$ cat src/rtl/zle_stream_arb_if.sv
// zle_stream_arb_if: source-side, encoder-side and grant-status signals of the arbiter.
//   s_d/s_v/s_b : N packed 3-bit token streams with valid and backpressure.
//   e_d/e_v/e_b : token stream toward the zero run-length encoder.
//   g_v/g_id/sw : grant active, current owner index, new-grant pulse.
interface zle_stream_arb_if #(parameter int N = 4);
   logic [3*N-1:0] s_d;
   logic [N-1:0]   s_v;
   logic [N-1:0]   s_b;
   logic [2:0]     e_d;
   logic           e_v;
   logic           e_b;
   logic           g_v;
   logic [1:0]     g_id;
   logic           sw;
   modport master (output s_d, s_v, e_b, input s_b, e_d, e_v, g_v, g_id, sw);
   modport slave  (input s_d, s_v, e_b, output s_b, e_d, e_v, g_v, g_id, sw);
endinterface

$ cat src/rtl/zle_stream_arb.sv
// zle_stream_arb: round-robin arbiter sharing one zero run-length encoder among N token streams.
//   clock : system clock, rising edge.
//   reset : asynchronous active-low reset.
//   bus   : source streams in, encoder stream out, grant status out.
// Ownership only changes when the encoder's zero-run count is back at zero, so a run is never split.
module zle_stream_arb #(
   parameter int N        = 4,
   parameter int BURST    = 8,
   parameter int IDLE_MAX = 4
) (
   input logic             clock,
   input logic             reset,
   zle_stream_arb_if.slave bus
);
   typedef enum logic {IDLE, GRANT} state_t;
   state_t     r_state;
   logic [1:0] r_last, r_g_id;
   logic       r_sw;
   logic [7:0] r_bcnt;
   logic [3:0] r_zcnt, r_icnt;
   logic [2:0] w_src [4];
   logic [3:0] w_sv;
   logic [2:0] w_tok;
   logic       w_own_v, w_xfer, w_rel;
   logic [1:0] w_win, w_j;
   logic [7:0] w_bcnt;
   logic [3:0] w_zcnt, w_icnt;

   for (genvar k = 0; k < 4; k++) begin : g_src
      if (k < N) begin : g_on
         assign w_src[k]   = bus.s_d[3*k +: 3];
         assign bus.s_b[k] = ~(r_state == GRANT && r_g_id == 2'(k)) | bus.e_b;
      end else begin : g_off
         assign w_src[k] = '0;
      end
   end

   assign w_sv     = 4'(bus.s_v);
   assign w_tok    = w_src[r_g_id];
   assign w_own_v  = w_sv[r_g_id];
   assign bus.e_d  = w_tok;
   assign bus.e_v  = (r_state == GRANT) && w_own_v;
   assign bus.g_v  = (r_state == GRANT);
   assign bus.g_id = r_g_id;
   assign bus.sw   = r_sw;
   assign w_xfer   = bus.e_v & ~bus.e_b;
   // zcnt wraps 15->0 on its own: the encoder emits a full run at that point
   assign w_zcnt   = !w_xfer ? r_zcnt : (w_tok != 3'd0) ? 4'd0 : r_zcnt + 4'd1;
   assign w_bcnt   = (w_xfer && r_bcnt != 8'hFF) ? r_bcnt + 8'd1 : r_bcnt;
   assign w_icnt   = w_own_v ? 4'd0 : (r_icnt == 4'(IDLE_MAX)) ? r_icnt : r_icnt + 4'd1;
   assign w_rel    = (w_zcnt == 4'd0) && ((w_xfer && w_bcnt >= 8'(BURST)) || w_icnt == 4'(IDLE_MAX));

   // Scan downward so the source nearest after r_last overwrites the others
   always_comb begin
      w_win = r_last;
      w_j   = '0;
      for (int i = N; i >= 1; i--) begin
         w_j = 2'((int'(r_last) + i) % N);
         if (w_sv[w_j]) w_win = w_j;
      end
   end

   always_ff @(posedge clock or negedge reset) begin
      if (!reset) begin
         r_state <= IDLE;
         r_last  <= 2'(N - 1);
         r_g_id  <= '0;
         r_sw    <= 1'b0;
         r_bcnt  <= '0;
         r_zcnt  <= '0;
         r_icnt  <= '0;
      end else begin
         r_sw <= 1'b0;
         if (r_state == IDLE) begin
            if (|bus.s_v) begin
               r_state <= GRANT;
               r_g_id  <= w_win;
               r_last  <= w_win;
               r_sw    <= 1'b1;
            end
         end else if (w_rel) begin
            r_state <= IDLE;
            r_bcnt  <= '0;
            r_zcnt  <= '0;
            r_icnt  <= '0;
         end else begin
            r_bcnt <= w_bcnt;
            r_zcnt <= w_zcnt;
            r_icnt <= w_icnt;
         end
      end
   end
endmodule

$ cat src/flat_wrapper.sv
// flat-port wrapper written by rule: the top's interface ports become plain ports
module zle_stream_arb_flat 
#(
   parameter int N        = 4,
   parameter int BURST    = 8,
   parameter int IDLE_MAX = 4
)
  (clock, reset, bus_s_d, bus_s_v, bus_e_b, bus_s_b, bus_e_d, bus_e_v, bus_g_v, bus_g_id, bus_sw);
  zle_stream_arb_if #(.N(N)) bus_i ();
  input logic clock;
  input logic reset;
  input wire logic [$bits(bus_i.s_d)-1:0] bus_s_d;
  input wire logic [$bits(bus_i.s_v)-1:0] bus_s_v;
  input wire logic [$bits(bus_i.e_b)-1:0] bus_e_b;
  output wire logic [$bits(bus_i.s_b)-1:0] bus_s_b;
  output wire logic [$bits(bus_i.e_d)-1:0] bus_e_d;
  output wire logic [$bits(bus_i.e_v)-1:0] bus_e_v;
  output wire logic [$bits(bus_i.g_v)-1:0] bus_g_v;
  output wire logic [$bits(bus_i.g_id)-1:0] bus_g_id;
  output wire logic [$bits(bus_i.sw)-1:0] bus_sw;
  assign bus_i.s_d = bus_s_d;
  assign bus_i.s_v = bus_s_v;
  assign bus_i.e_b = bus_e_b;
  assign bus_s_b = bus_i.s_b;
  assign bus_e_d = bus_i.e_d;
  assign bus_e_v = bus_i.e_v;
  assign bus_g_v = bus_i.g_v;
  assign bus_g_id = bus_i.g_id;
  assign bus_sw = bus_i.sw;
  zle_stream_arb #(.N(N), .BURST(BURST), .IDLE_MAX(IDLE_MAX)) u_core (.clock(clock), .reset(reset), .bus(bus_i));
endmodule
$ cat config.mk
export PLATFORM = sky130hd
export DESIGN_NAME = zle_stream_arb_flat
export DESIGN_NICKNAME = d
export VERILOG_FILES = /design/src/rtl/zle_stream_arb_if.sv /design/src/rtl/zle_stream_arb.sv /design/src/flat_wrapper.sv
export SDC_FILE = /design/constraint.sdc
export NUM_CORES = 1
export LEC_CHECK = 0
export ABC_AREA = 0
export BUFFER_PORTS_ARGS = -buffer_cell sky130_fd_sc_hd__buf_2
export CAP_MARGIN = 30
export CORE_UTILIZATION = 24
export DETAILED_ROUTE_END_ITERATION = 10
export PLACE_DENSITY = 0.47
export SLEW_MARGIN = 20
export SYNTH_ARGS = -nofsm -noshare
export SYNTH_HDL_FRONTEND = slang
export SYNTH_SLANG_ARGS = --single-unit
$ cat constraint.sdc
create_clock -name clock -period 2.7 [get_ports clock]
set_input_delay 0.54 -clock clock [delete_from_list [all_inputs] [get_ports clock]]
set_output_delay 0.54 -clock clock [all_outputs]
set_load 0.05 [all_outputs]
==> results by group <==
Run status
  • Status: completed

Setup path
  • Crit path to: bus_e_v
  • Crit Path Category: flip-flop to primary output
  • FF-to-FF setup slack: 0.42 ns
  • R2R Path Start: u_core.bus.g_id[1]$_DFFE_PN0P_
  • Reg-to-reg endpoint: u_core.r_icnt[2]$_DFFE_PN0P_
  • R2R depth: 7
  • WP data required: 2.16 ns
  • Crit path arrival time: 1.85 ns
  • Worst Path Max Fanout: 12
  • CP Launch Type: flip-flop
  • Critical path launch point: u_core.bus.g_id[1]$_DFFE_PN0P_
  • CP Capture Type: primary output

Drt
  • Routed Antenna Nets: 0
  • DRT Pass-1 Iters: 4
  • DR iter-0 viols: 27
  • Vias/cell: 4.98
  • Avg WL per Cell: 12.6 um
  • Wirelength, routed: 3590 um
  • DR DRC count: 0
  • DR vias: 1419

Pwr
  • Int Power: 1.10 mW
  • Flop pwr share: 28.5%
  • Pwr Density: 1100 mW/mm^2
  • Clock share of power: 14.5%
  • Net Sw Frac: 48.9%
  • Combinational power share: 56.9%
  • Pleak: 0.832 nW
  • NetSw: 1.05 mW
  • Worst vdd ir: 517 uV

Clock tree
  • Postcts setup bufs: 0
  • # resized after CTS: 0
  • Clock buffer count from CTS: 3
  • CTS root buf: clkbuf_8
  • H-tree depth: 1
  • CTS tree: yes
  • CTS max path bufs: 2
  • Skew-Pair Late Insertion Delay: 0.27 ns
  • Hold buffer count at CTS: 0
  • Clock Pin Slew Worst Setup and Hold Paths: 0.09 ns
  • CTS sink count: 22

Finish
  • Ant diodes: 0
  • Nets: 232
  • Fill cells: 681
  • Core Util, Final: 29.9%
  • Layout area overhead: 17.7%
  • Share of cells above drive strength 1: 28.8%

Die
  • Std-Cell Rows: 29
  • Core area: 0.00649 mm^2
  • Num ports: 31
  • Die height: 85.0 um
  • Die width: 85.0 um
  • Initial core utilization: 25.4%
  • Die area: 0.00722 mm^2

Timing
  • RSZ-0062 raised after global routing: no
  • # setup viols final: 0
  • Worst-Margin Slew: 0.526 ns
  • Max Slew Vio Count: 0
  • Slew headroom: 64.9%
  • Setup TNS: 0 ns
  • Tcrit/Tclk final: 88.4%
  • Max Freq: 419 MHz
  • Count of final hold-check violations: 0
  • Worst Clk Skew: 0.00821 ns
  • Min setup slack post-route: 0.313 ns
  • Fin crit period: 2.39 ns

Global routing
  • Initial antenna violation count: 0
  • Global route overflow: 0
  • First-pass GRT wire length: 6250 um
  • Number of global-route vias before repair: 1352
  • All-layer global routing usage: 10.8%
  • Largest net degree at the start of global routing: 23

Placed design
  • DPL Wire Length: 2650 um
  • Final GP Congestion: 0.769
  • Port Buffers: 30
  • Place WS: 0.412 ns

Logic synthesis
  • Largest area contributor in the netlist: dfrtp_1
  • Top-area cell type share of the netlist area: 30.3%
  • Post-Syn Instances: 179
  • Register bit total from synthesis: 22
  • Netlist cell types: 59
  • Largest cells by area after synthesis: dfrtp_1 30%, nand2_1 4.8%, mux4_2 4.1%
  • Syn avg cell area: 9.23 um^2
  • Seq/Total Area, Yosys: 33.5%
  • Yosys warns: 0
  • Async SR Flop Fraction: 100%
  • Dominant synthesized flop cell: dfrtp_1
  • EDFF count, synth: 0
  • Cell Area, Synth: 0.00165 mm^2
  • Most common cell in the netlist: nand2_1
  • Most frequent cells after synthesis: 21 x nand2_1, 20 x dfrtp_1, 15 x nor2_1
  • Synthesized net count: 202

Hold path
  • HP Class: input port to asynchronous set/reset pin

Run
  • Max_cap viols: 0
## final cells by class
cell class	instances	area [um^2]	share of cell area, %
timing repair buffer	32	165	8.50
inverter	10	37.5	1.93
tap	77	96.3	4.96
clock inverter	1	30.0	1.55
clock buffer	3	41.3	2.12
sequential	22	553	28.5
multi-input combinational	140	1020	52.5
## state kept, by name, summed over array words and instances, names as in the netlist
register,count
u_core.r_last,2
u_core.r_zcnt,4
u_core.bus.g_v,1
u_core.bus.sw,1
u_core.bus.g_id,2
u_core.r_icnt,4
u_core.r_bcnt,8
## metrics by stage
step           cells  hold slack, ns  power [mW]  area (um^2)
2_1_floorplan    179           0.244        1.61         1650
4_1_cts          285           0.256        2.17         1940
3_3_place_gp     281           0.520        1.85         1870
6_report         285           0.244        2.14         1940
5_1_grt          285           0.278        2.33         1940
3_5_place_dp     281           0.525        1.84         1870
## metal layers
metal  track usage, %  vias to the layer above  wire length [um]
li1                 -                      708                 -
met1             13.7                      683              1640
met2             18.8                       24              1790
met5                0                        -                 0
met4             3.70                        0                48
met3             1.65                        4               103
## critical path, stage by stage, from the launching register on
cell     delay, ns
dfrtp_1       0.64
mux2i_4       0.40
mux2i_4       0.16
and2_1        0.19
buf_2         0.20
## cell usage in the layout (no fill, tap or decap), types with 2 or more instances in the layout
cell type  synthesis  layout
mux2i_1            3       3
a21oi_1           10      10
dfstp_2            2       2
mux2i_4            2       2
mux4_2             3       3
clkbuf_8           0       3
xor2_1             3       3
nand2_1           21      21
nand4b_1           2       2
o21ai_0            6       6
nand4_1            3       3
o21ai_1            3       3
inv_1              9       9
nand3_1            7       7
ha_1               4       4
nand2b_1           5       5
xnor2_1            4       4
nor3_1             5       5
dfrtp_1           20      20
o22a_1             2       2
buf_4              0       2
a21oi_2            4       4
buf_2              0      30
a31oi_1            5       5
nor2_1            15      15
## kinds of logic after synthesis
group	share of synthesized area (%)
buffers and inverters	4.77
xor gates and xnor gates	3.71
DFF	33.5
adders and majority gates	3.03
AOI/OAI and AO/OA	21.5
muxes	10.2
and+or+nand+nor	23.3
## power by group through the flow
stage / Combinational (mW) / Sequential (mW) / Clock [mW]
5_1_grt: 1.34 / 0.639 / 0.350
6_report: 1.22 / 0.612 / 0.312
2_1_floorplan: 0.986 / 0.622 / 0
4_1_cts: 1.23 / 0.612 / 0.330
3_5_place_dp: 1.23 / 0.618 / 0
3_3_place_gp: 1.23 / 0.618 / 0
## worst min path at each step
| stage | from | to | slack (ns) | cells after the start |
|---|---|---|---|---|
| 6_report | reset | u_core.r_bcnt[1]$_DFFE_PN0P_ | 0.24 | 1 |
| 5_1_grt | reset | u_core.r_bcnt[2]$_DFFE_PN0P_ | 0.28 | 1 |
| 4_1_cts | reset | u_core.r_bcnt[2]$_DFFE_PN0P_ | 0.26 | 1 |
| 3_5_place_dp | u_core.r_last[1]$_DFFE_PN1P_ | u_core.r_last[1]$_DFFE_PN1P_ | 0.53 | 2 |
| 3_3_place_gp | u_core.r_last[1]$_DFFE_PN1P_ | u_core.r_last[1]$_DFFE_PN1P_ | 0.52 | 2 |
| 2_1_floorplan | reset | u_core.bus.g_id[0]$_DFFE_PN0P_ | 0.24 | 0 |
No activity file was read; power rests on OpenSTA's default activity.
